## src/rtl/fft_pkg.sv

```systemverilog
// Shared constants and helpers for the FFT complex-multiplier datapath.
package fft_pkg;

  localparam int D_BIT_DEF   = 17;
  localparam int W_BIT_DEF   = 12;
  localparam int TAG_BIT_DEF = 10;

  // Working width for the saturation helper; wide enough for any product sum.
  localparam int SAT_W = 64;

  typedef struct packed {
    logic [SAT_W-1:0] val;
    logic             ovf;
  } sat_t;

  // Unity twiddle is 2^(w_bit-2), so products are rescaled by that shift.
  function automatic int calc_sh(input int w_bit);
    return w_bit - 2;
  endfunction

  // Clamp a signed value to the d_bit signed range; flag when clamped.
  function automatic sat_t saturate(input logic signed [SAT_W-1:0] x,
                                    input int d_bit);
    sat_t r;
    logic signed [SAT_W-1:0] one;
    logic signed [SAT_W-1:0] max_v;
    logic signed [SAT_W-1:0] min_v;
    one   = 1;
    max_v = (one <<< (d_bit - 1)) - one;
    min_v = -(one <<< (d_bit - 1));
    r.val = x;
    r.ovf = 1'b0;
    if (x > max_v) begin
      r.val = max_v;
      r.ovf = 1'b1;
    end else if (x < min_v) begin
      r.val = min_v;
      r.ovf = 1'b1;
    end
    return r;
  endfunction

endpackage

```

## src/rtl/fft_round_sat.sv

```systemverilog
// Round half toward +inf, arithmetic shift right by SH, saturate to D_BIT.
module fft_round_sat
  import fft_pkg::*;
#(
  parameter int IN_W  = 30,
  parameter int D_BIT = 17,
  parameter int SH    = 10
) (
  input  logic signed [IN_W-1:0]  x_i,
  output logic signed [D_BIT-1:0] y_o,
  output logic                    ovf_o
);

  // One guard bit so adding the rounding constant can never wrap.
  localparam logic signed [IN_W:0] RND = (IN_W+1)'(1) <<< (SH - 1);

  logic signed [IN_W:0]  sum;
  logic signed [IN_W:0]  shifted;
  logic [SAT_W-1:0]      ext;
  sat_t                  sat;
  logic                  unused_hi;

  // Round, scale back to data range, then clamp.
  always_comb begin
    sum       = {x_i[IN_W-1], x_i};
    sum       = sum + RND;
    shifted   = sum >>> SH;
    ext       = {{(SAT_W-IN_W-1){shifted[IN_W]}}, shifted};
    sat       = saturate($signed(ext), D_BIT);
    y_o       = sat.val[D_BIT-1:0];
    ovf_o     = sat.ovf;
    unused_hi = ^sat.val[SAT_W-1:D_BIT];
  end

endmodule

```

## src/rtl/fft_cmult_pipe.sv

```systemverilog
// Four-stage pipelined complex multiplier (data x twiddle or conj(twiddle))
// with a single global stall enable, tag pass-through and sticky overflow.
// Handshake: a beat moves on a side when its valid and ready are both high in
// the same cycle; oREADY depends only on iREADY and the last-stage valid.
module fft_cmult_pipe
  import fft_pkg::*;
#(
  parameter int D_BIT   = D_BIT_DEF,
  parameter int W_BIT   = W_BIT_DEF,
  parameter int TAG_BIT = TAG_BIT_DEF
) (
  input  logic                      iCLK,
  input  logic                      iRESET,
  input  logic                      iVALID,
  output logic                      oREADY,
  input  logic signed [D_BIT-1:0]   iRE,
  input  logic signed [D_BIT-1:0]   iIM,
  input  logic signed [W_BIT-1:0]   iW_RE,
  input  logic signed [W_BIT-1:0]   iW_IM,
  input  logic                      iCONJ,
  input  logic [TAG_BIT-1:0]        iTAG,
  output logic                      oVALID,
  input  logic                      iREADY,
  output logic signed [D_BIT-1:0]   oRE,
  output logic signed [D_BIT-1:0]   oIM,
  output logic [TAG_BIT-1:0]        oTAG,
  output logic                      oOVF,
  input  logic                      iOVF_CLR
);

  localparam int SH  = calc_sh(W_BIT);
  localparam int P_W = D_BIT + W_BIT;
  localparam int S_W = P_W + 1;

  logic                     en;
  logic [3:0]               valid_q;

  logic signed [D_BIT-1:0]  s1_re_q, s1_im_q;
  logic signed [W_BIT-1:0]  s1_wre_q, s1_wim_q, s1_wim_d;
  logic [TAG_BIT-1:0]       s1_tag_q, s2_tag_q, s3_tag_q, out_tag_q;

  logic signed [P_W-1:0]    p_rr_d, p_ii_d, p_ri_d, p_ir_d;
  logic signed [P_W-1:0]    p_rr_q, p_ii_q, p_ri_q, p_ir_q;

  logic signed [S_W-1:0]    pr_d, pi_d, pr_q, pi_q;

  logic signed [D_BIT-1:0]  re_d, im_d, re_q, im_q;
  logic                     ovf_re, ovf_im, ovf_q;

  // The whole pipe advances unless the output slot is full and blocked.
  assign en     = ~valid_q[3] | iREADY;
  assign oREADY = en;
  assign oVALID = valid_q[3];
  assign oRE    = re_q;
  assign oIM    = im_q;
  assign oTAG   = out_tag_q;
  assign oOVF   = ovf_q;

  // Per-stage arithmetic; each stage reads only the previous stage registers.
  always_comb begin
    s1_wim_d = iCONJ ? -iW_IM : iW_IM;
    p_rr_d = $signed({{W_BIT{s1_re_q[D_BIT-1]}}, s1_re_q}) *
             $signed({{D_BIT{s1_wre_q[W_BIT-1]}}, s1_wre_q});
    p_ii_d = $signed({{W_BIT{s1_im_q[D_BIT-1]}}, s1_im_q}) *
             $signed({{D_BIT{s1_wim_q[W_BIT-1]}}, s1_wim_q});
    p_ri_d = $signed({{W_BIT{s1_re_q[D_BIT-1]}}, s1_re_q}) *
             $signed({{D_BIT{s1_wim_q[W_BIT-1]}}, s1_wim_q});
    p_ir_d = $signed({{W_BIT{s1_im_q[D_BIT-1]}}, s1_im_q}) *
             $signed({{D_BIT{s1_wre_q[W_BIT-1]}}, s1_wre_q});
    pr_d = $signed({p_rr_q[P_W-1], p_rr_q}) - $signed({p_ii_q[P_W-1], p_ii_q});
    pi_d = $signed({p_ri_q[P_W-1], p_ri_q}) + $signed({p_ir_q[P_W-1], p_ir_q});
  end

  fft_round_sat #(.IN_W(S_W), .D_BIT(D_BIT), .SH(SH)) u_rs_re (
    .x_i   (pr_q),
    .y_o   (re_d),
    .ovf_o (ovf_re)
  );

  fft_round_sat #(.IN_W(S_W), .D_BIT(D_BIT), .SH(SH)) u_rs_im (
    .x_i   (pi_q),
    .y_o   (im_d),
    .ovf_o (ovf_im)
  );

  // Stage registers and valid shift register, all gated by the global enable.
  always_ff @(posedge iCLK) begin
    if (iRESET) begin
      valid_q   <= '0;
      s1_re_q   <= '0;
      s1_im_q   <= '0;
      s1_wre_q  <= '0;
      s1_wim_q  <= '0;
      s1_tag_q  <= '0;
      p_rr_q    <= '0;
      p_ii_q    <= '0;
      p_ri_q    <= '0;
      p_ir_q    <= '0;
      s2_tag_q  <= '0;
      pr_q      <= '0;
      pi_q      <= '0;
      s3_tag_q  <= '0;
      re_q      <= '0;
      im_q      <= '0;
      out_tag_q <= '0;
    end else if (en) begin
      valid_q   <= {valid_q[2:0], iVALID};
      s1_re_q   <= iRE;
      s1_im_q   <= iIM;
      s1_wre_q  <= iW_RE;
      s1_wim_q  <= s1_wim_d;
      s1_tag_q  <= iTAG;
      p_rr_q    <= p_rr_d;
      p_ii_q    <= p_ii_d;
      p_ri_q    <= p_ri_d;
      p_ir_q    <= p_ir_d;
      s2_tag_q  <= s1_tag_q;
      pr_q      <= pr_d;
      pi_q      <= pi_d;
      s3_tag_q  <= s2_tag_q;
      re_q      <= re_d;
      im_q      <= im_d;
      out_tag_q <= s3_tag_q;
    end
  end

  // Sticky overflow: a saturating valid sample entering the last stage sets
  // it, and a set in the same cycle as a clear wins.
  always_ff @(posedge iCLK) begin
    if (iRESET) begin
      ovf_q <= 1'b0;
    end else if (en && valid_q[2] && (ovf_re || ovf_im)) begin
      ovf_q <= 1'b1;
    end else if (iOVF_CLR) begin
      ovf_q <= 1'b0;
    end
  end

endmodule

```

## config.mk

```make
export PLATFORM = sky130hd
export DESIGN_NAME = fft_cmult_pipe
export DESIGN_NICKNAME = d
export VERILOG_FILES = /design/src/rtl/fft_pkg.sv /design/src/rtl/fft_round_sat.sv /design/src/rtl/fft_cmult_pipe.sv
export SDC_FILE = /design/constraint.sdc
export NUM_CORES = 2
export LEC_CHECK = 0
export CAP_MARGIN = 20
export CORE_MARGIN = 5
export CORE_UTILIZATION = 59
export DETAILED_ROUTE_END_ITERATION = 10
export PLACE_DENSITY = 0.87
export SYNTH_ARGS = -nofsm -noshare
export SYNTH_HDL_FRONTEND = slang
export SYNTH_SLANG_ARGS = --single-unit
export TNS_END_PERCENT = 100
```

## constraint.sdc

```tcl
create_clock -name iCLK -period 6.1 [get_ports iCLK]
set_input_delay 0.915 -clock iCLK [delete_from_list [all_inputs] [get_ports iCLK]]
set_output_delay 0.915 -clock iCLK [all_outputs]
set_load 0.005 [all_outputs]
```

==> metrics <==
Hold Fails Final Rpt=0; VDD IR max=0.0002067 V; area fraction of the dominant cell type after synthesis=0.3590; CP Capture Type=flip-flop; synthesized cell area=41930 sq um; maximum root-to-sink buffer count=3; synth top area cells=fa_1 36%, dfxtp_1 14%, ha_1 9.0%; Tot GR Track Use=0.2967; Pwr Density=287.7 nW/um^2; Hold Startpoint=oOVF; CORE AREA=70270 sq um; initial antenna violation count=1; CTS tree=built; DRT iter0 DRCs=3253; Placer Congestion=0.9269; Net Switching=6.037 mW; Post-synth top cells=953 x nand2_1, 917 x inv_1, 752 x fa_1; Starting Density=0.5967; Avg Vias per Cell=5.757; die height=276.6 um; hold buffer count at CTS=0; via count of the first global-routing pass=36.97k; sequential share of power=0.216; Buffers on Ports=120; std cell rows=97; wire per inst=18.88 um; Worst-Skew Late Latency=580 ps; Tightest Pin Transition=1138 ps; Leakage=22.45 nW; Max Cap Viol=0; Required @ worst endpoint=6560 ps; grt ovf=0; Main synth FF type=dfxtp_1; Slew HR=0.2366; I/O pins=121; clk_skew=20.21 ps; fin cells=5981; Post-route DRC=0; Die Wd=276.6 um; nets@finish=6138; average cell area after synthesis=8.428 sq um; Final min period=5920 ps; crit path from=s1_wim_q[3]; synth unique cells=73; Die Area=76500 sq um; H-tree depth=2; post-cts resize count=2; Yosys warnings=0; Final Max Slew Viols=0; post-synthesis sequential area ratio=0.1408; DRT antenna net count=0; Synth area leader=fa_1; post-CTS setup buffers=0; R2R Path Start=s1_wim_q[3]; count leader, synth=nand2_1; status=completed; first-pass GRT wire length=186.1 mm; Final Core Density=0.6585; Synth Net Count=6104; Max Freq=168.9 MHz; EDFF count, synth=0; combinational share of power=0.595; ys async rst share=0; worst min path class=flip-flop to flip-flop; hpwl dp=83.21 mm; Startpoint Class=flip-flop; Crit Path Class=flip-flop to flip-flop; clock buffer count from CTS=39; Worst-path clk slew=60 ps; period utilisation layout=0.9705; routed wire length=112.9 mm; Sw Share=0.4535; pin count of the biggest net entering global routing=165; Clock Power Share=0.189; # clock sinks=295; WP data arrival=6380 ps; Layout area overhead=10.36%; Post-Syn Instances=4975; Root Buffer=clkbuf_16; DRT Pass-1 Iters=8; FF+latch count, synth=295; placed insts=5908; CP Max Fanout=28; layout cell share with drive strength beyond 1=0.04861; Setup-failing EPs final=0; internal power=7.275 mW; Via Count=34.43k
## power groups by stage
stage | clock network (mW) | registers (mW) | logic (mW)
4_1_cts | 2.55 | 2.86 | 7.80
2_1_floorplan | 0 | 2.74 | 5.50
3_5_place_dp | 0 | 2.90 | 7.69
6_report | 2.51 | 2.88 | 7.92
5_1_grt | 2.63 | 2.92 | 8.81
3_3_place_gp | 0 | 2.89 | 7.36
## final timing paths
path | endpoint | slack (ps) | cells after the start
setup / recovery | p_ii_q[27] | 180 | 20
hold / removal | oOVF | 450 | 2
setup reg to reg | p_ii_q[27] | 180 | 20
hold reg to reg | oOVF | 450 | 2
## through the flow
| stage | power, mW | TNS (ps) | instance area, sq um | setup slack, ps | hold slack, ps |
|---|---|---|---|---|---|
| after floorplan | 8.235 | 0 | 41930 | 399.7 | 425.0 |
| after CTS | 13.22 | 0 | 46220 | 6.231 | 449.6 |
| after global placement | 10.24 | 0 | 44830 | 160.0 | 432.7 |
| after detailed placement | 10.59 | -16.82 | 44830 | -16.82 | 442.3 |
| final | 13.31 | 0 | 46270 | 180.1 | 445.8 |
| after global routing | 14.36 | -12.75 | 46270 | -12.75 | 463.4 |
## flip-flops by register name, indices dropped and copies added (netlist names), 12 cells and up
register / cells
oIM: 17
oRE: 17
p_ii_q: 29
p_ir_q: 29
p_ri_q: 29
p_rr_q: 29
pi_q: 21
pr_q: 21
s1_im_q: 17
s1_re_q: 17
s1_wim_q: 12
s1_wre_q: 12
## per-layer routing
metal / global-route usage / routed length, um
met1: 0.3600 / 41070
met2: 0.4830 / 52100
met3: 0.05513 / 9926
met4: 0.2030 / 9849
met5: 0 / 0
## cell type report
type / instances / area [sq um]
repair buffers: 253 / 2679
fillers: 5248 / 24000
diodes: 1 / 2.502
multi-input cells: 3502 / 31650
flip-flops and latches: 295 / 5917
inverters: 918 / 3453
clock buffers: 45 / 1028
clock inverters: 27 / 365.4
well taps: 940 / 1176
## cell families (layout without fill, tap and decap cells)
logic type / count (synthesis) / count (layout) / synth area share
simple gates: 1625 / 1625 / 0.1721
buf+inv: 1178 / 1243 / 0.1056
fa+ha+maj: 1055 / 1055 / 0.4494
compound gates: 657 / 657 / 0.09740
flops: 295 / 295 / 0.1408
xor+xnor: 161 / 161 / 0.03363
mux: 4 / 4 / 0.0009847
other cells: 0 / 1 / 0
## critical path, cell delays in order (launching register included)
cell	delay (ps)
dfxtp_1	370
buf_12	240
nand2_1	110
fa_1	510
fa_1	420
fa_1	490
inv_1	60
fa_1	530
inv_1	50
fa_1	480
inv_1	40
ha_1	280
a21o_1	180
a21oi_1	210
a21oi_1	180
o2111a_1	330
o31a_1	370
a41oi_2	250
a21oi_1	100
or3_1	330
a32o_1	250
## placed cells by master, fill, tap and decap left out, drive strengths merged, types with 7 or more instances in the layout
cell type / netlist / final
and2: 237 / 237
nand3: 47 / 47
a2111oi: 7 / 7
buf: 12 / 133
or2: 9 / 9
or3: 15 / 15
and3: 12 / 12
clkinv: 1 / 13
clkbuf: 248 / 46
nand4: 18 / 18
a211oi: 36 / 36
fa: 752 / 752
xnor2: 93 / 93
nor2b: 19 / 19
a31oi: 14 / 14
o21a: 17 / 17
xor2: 68 / 68
and4: 8 / 8
clkdlybuf4s50: 0 / 119
dfxtp: 295 / 295
o21ai: 107 / 107
nand2: 953 / 953
o31ai: 16 / 16
inv: 917 / 922
ha: 303 / 303
nor2: 213 / 213
nand2b: 26 / 26
nor3: 38 / 38
o211ai: 10 / 10
o21bai: 12 / 12
o22ai: 32 / 32
a21oi: 278 / 278
a21o: 71 / 71
No activity file was read; power rests on OpenSTA's default activity.
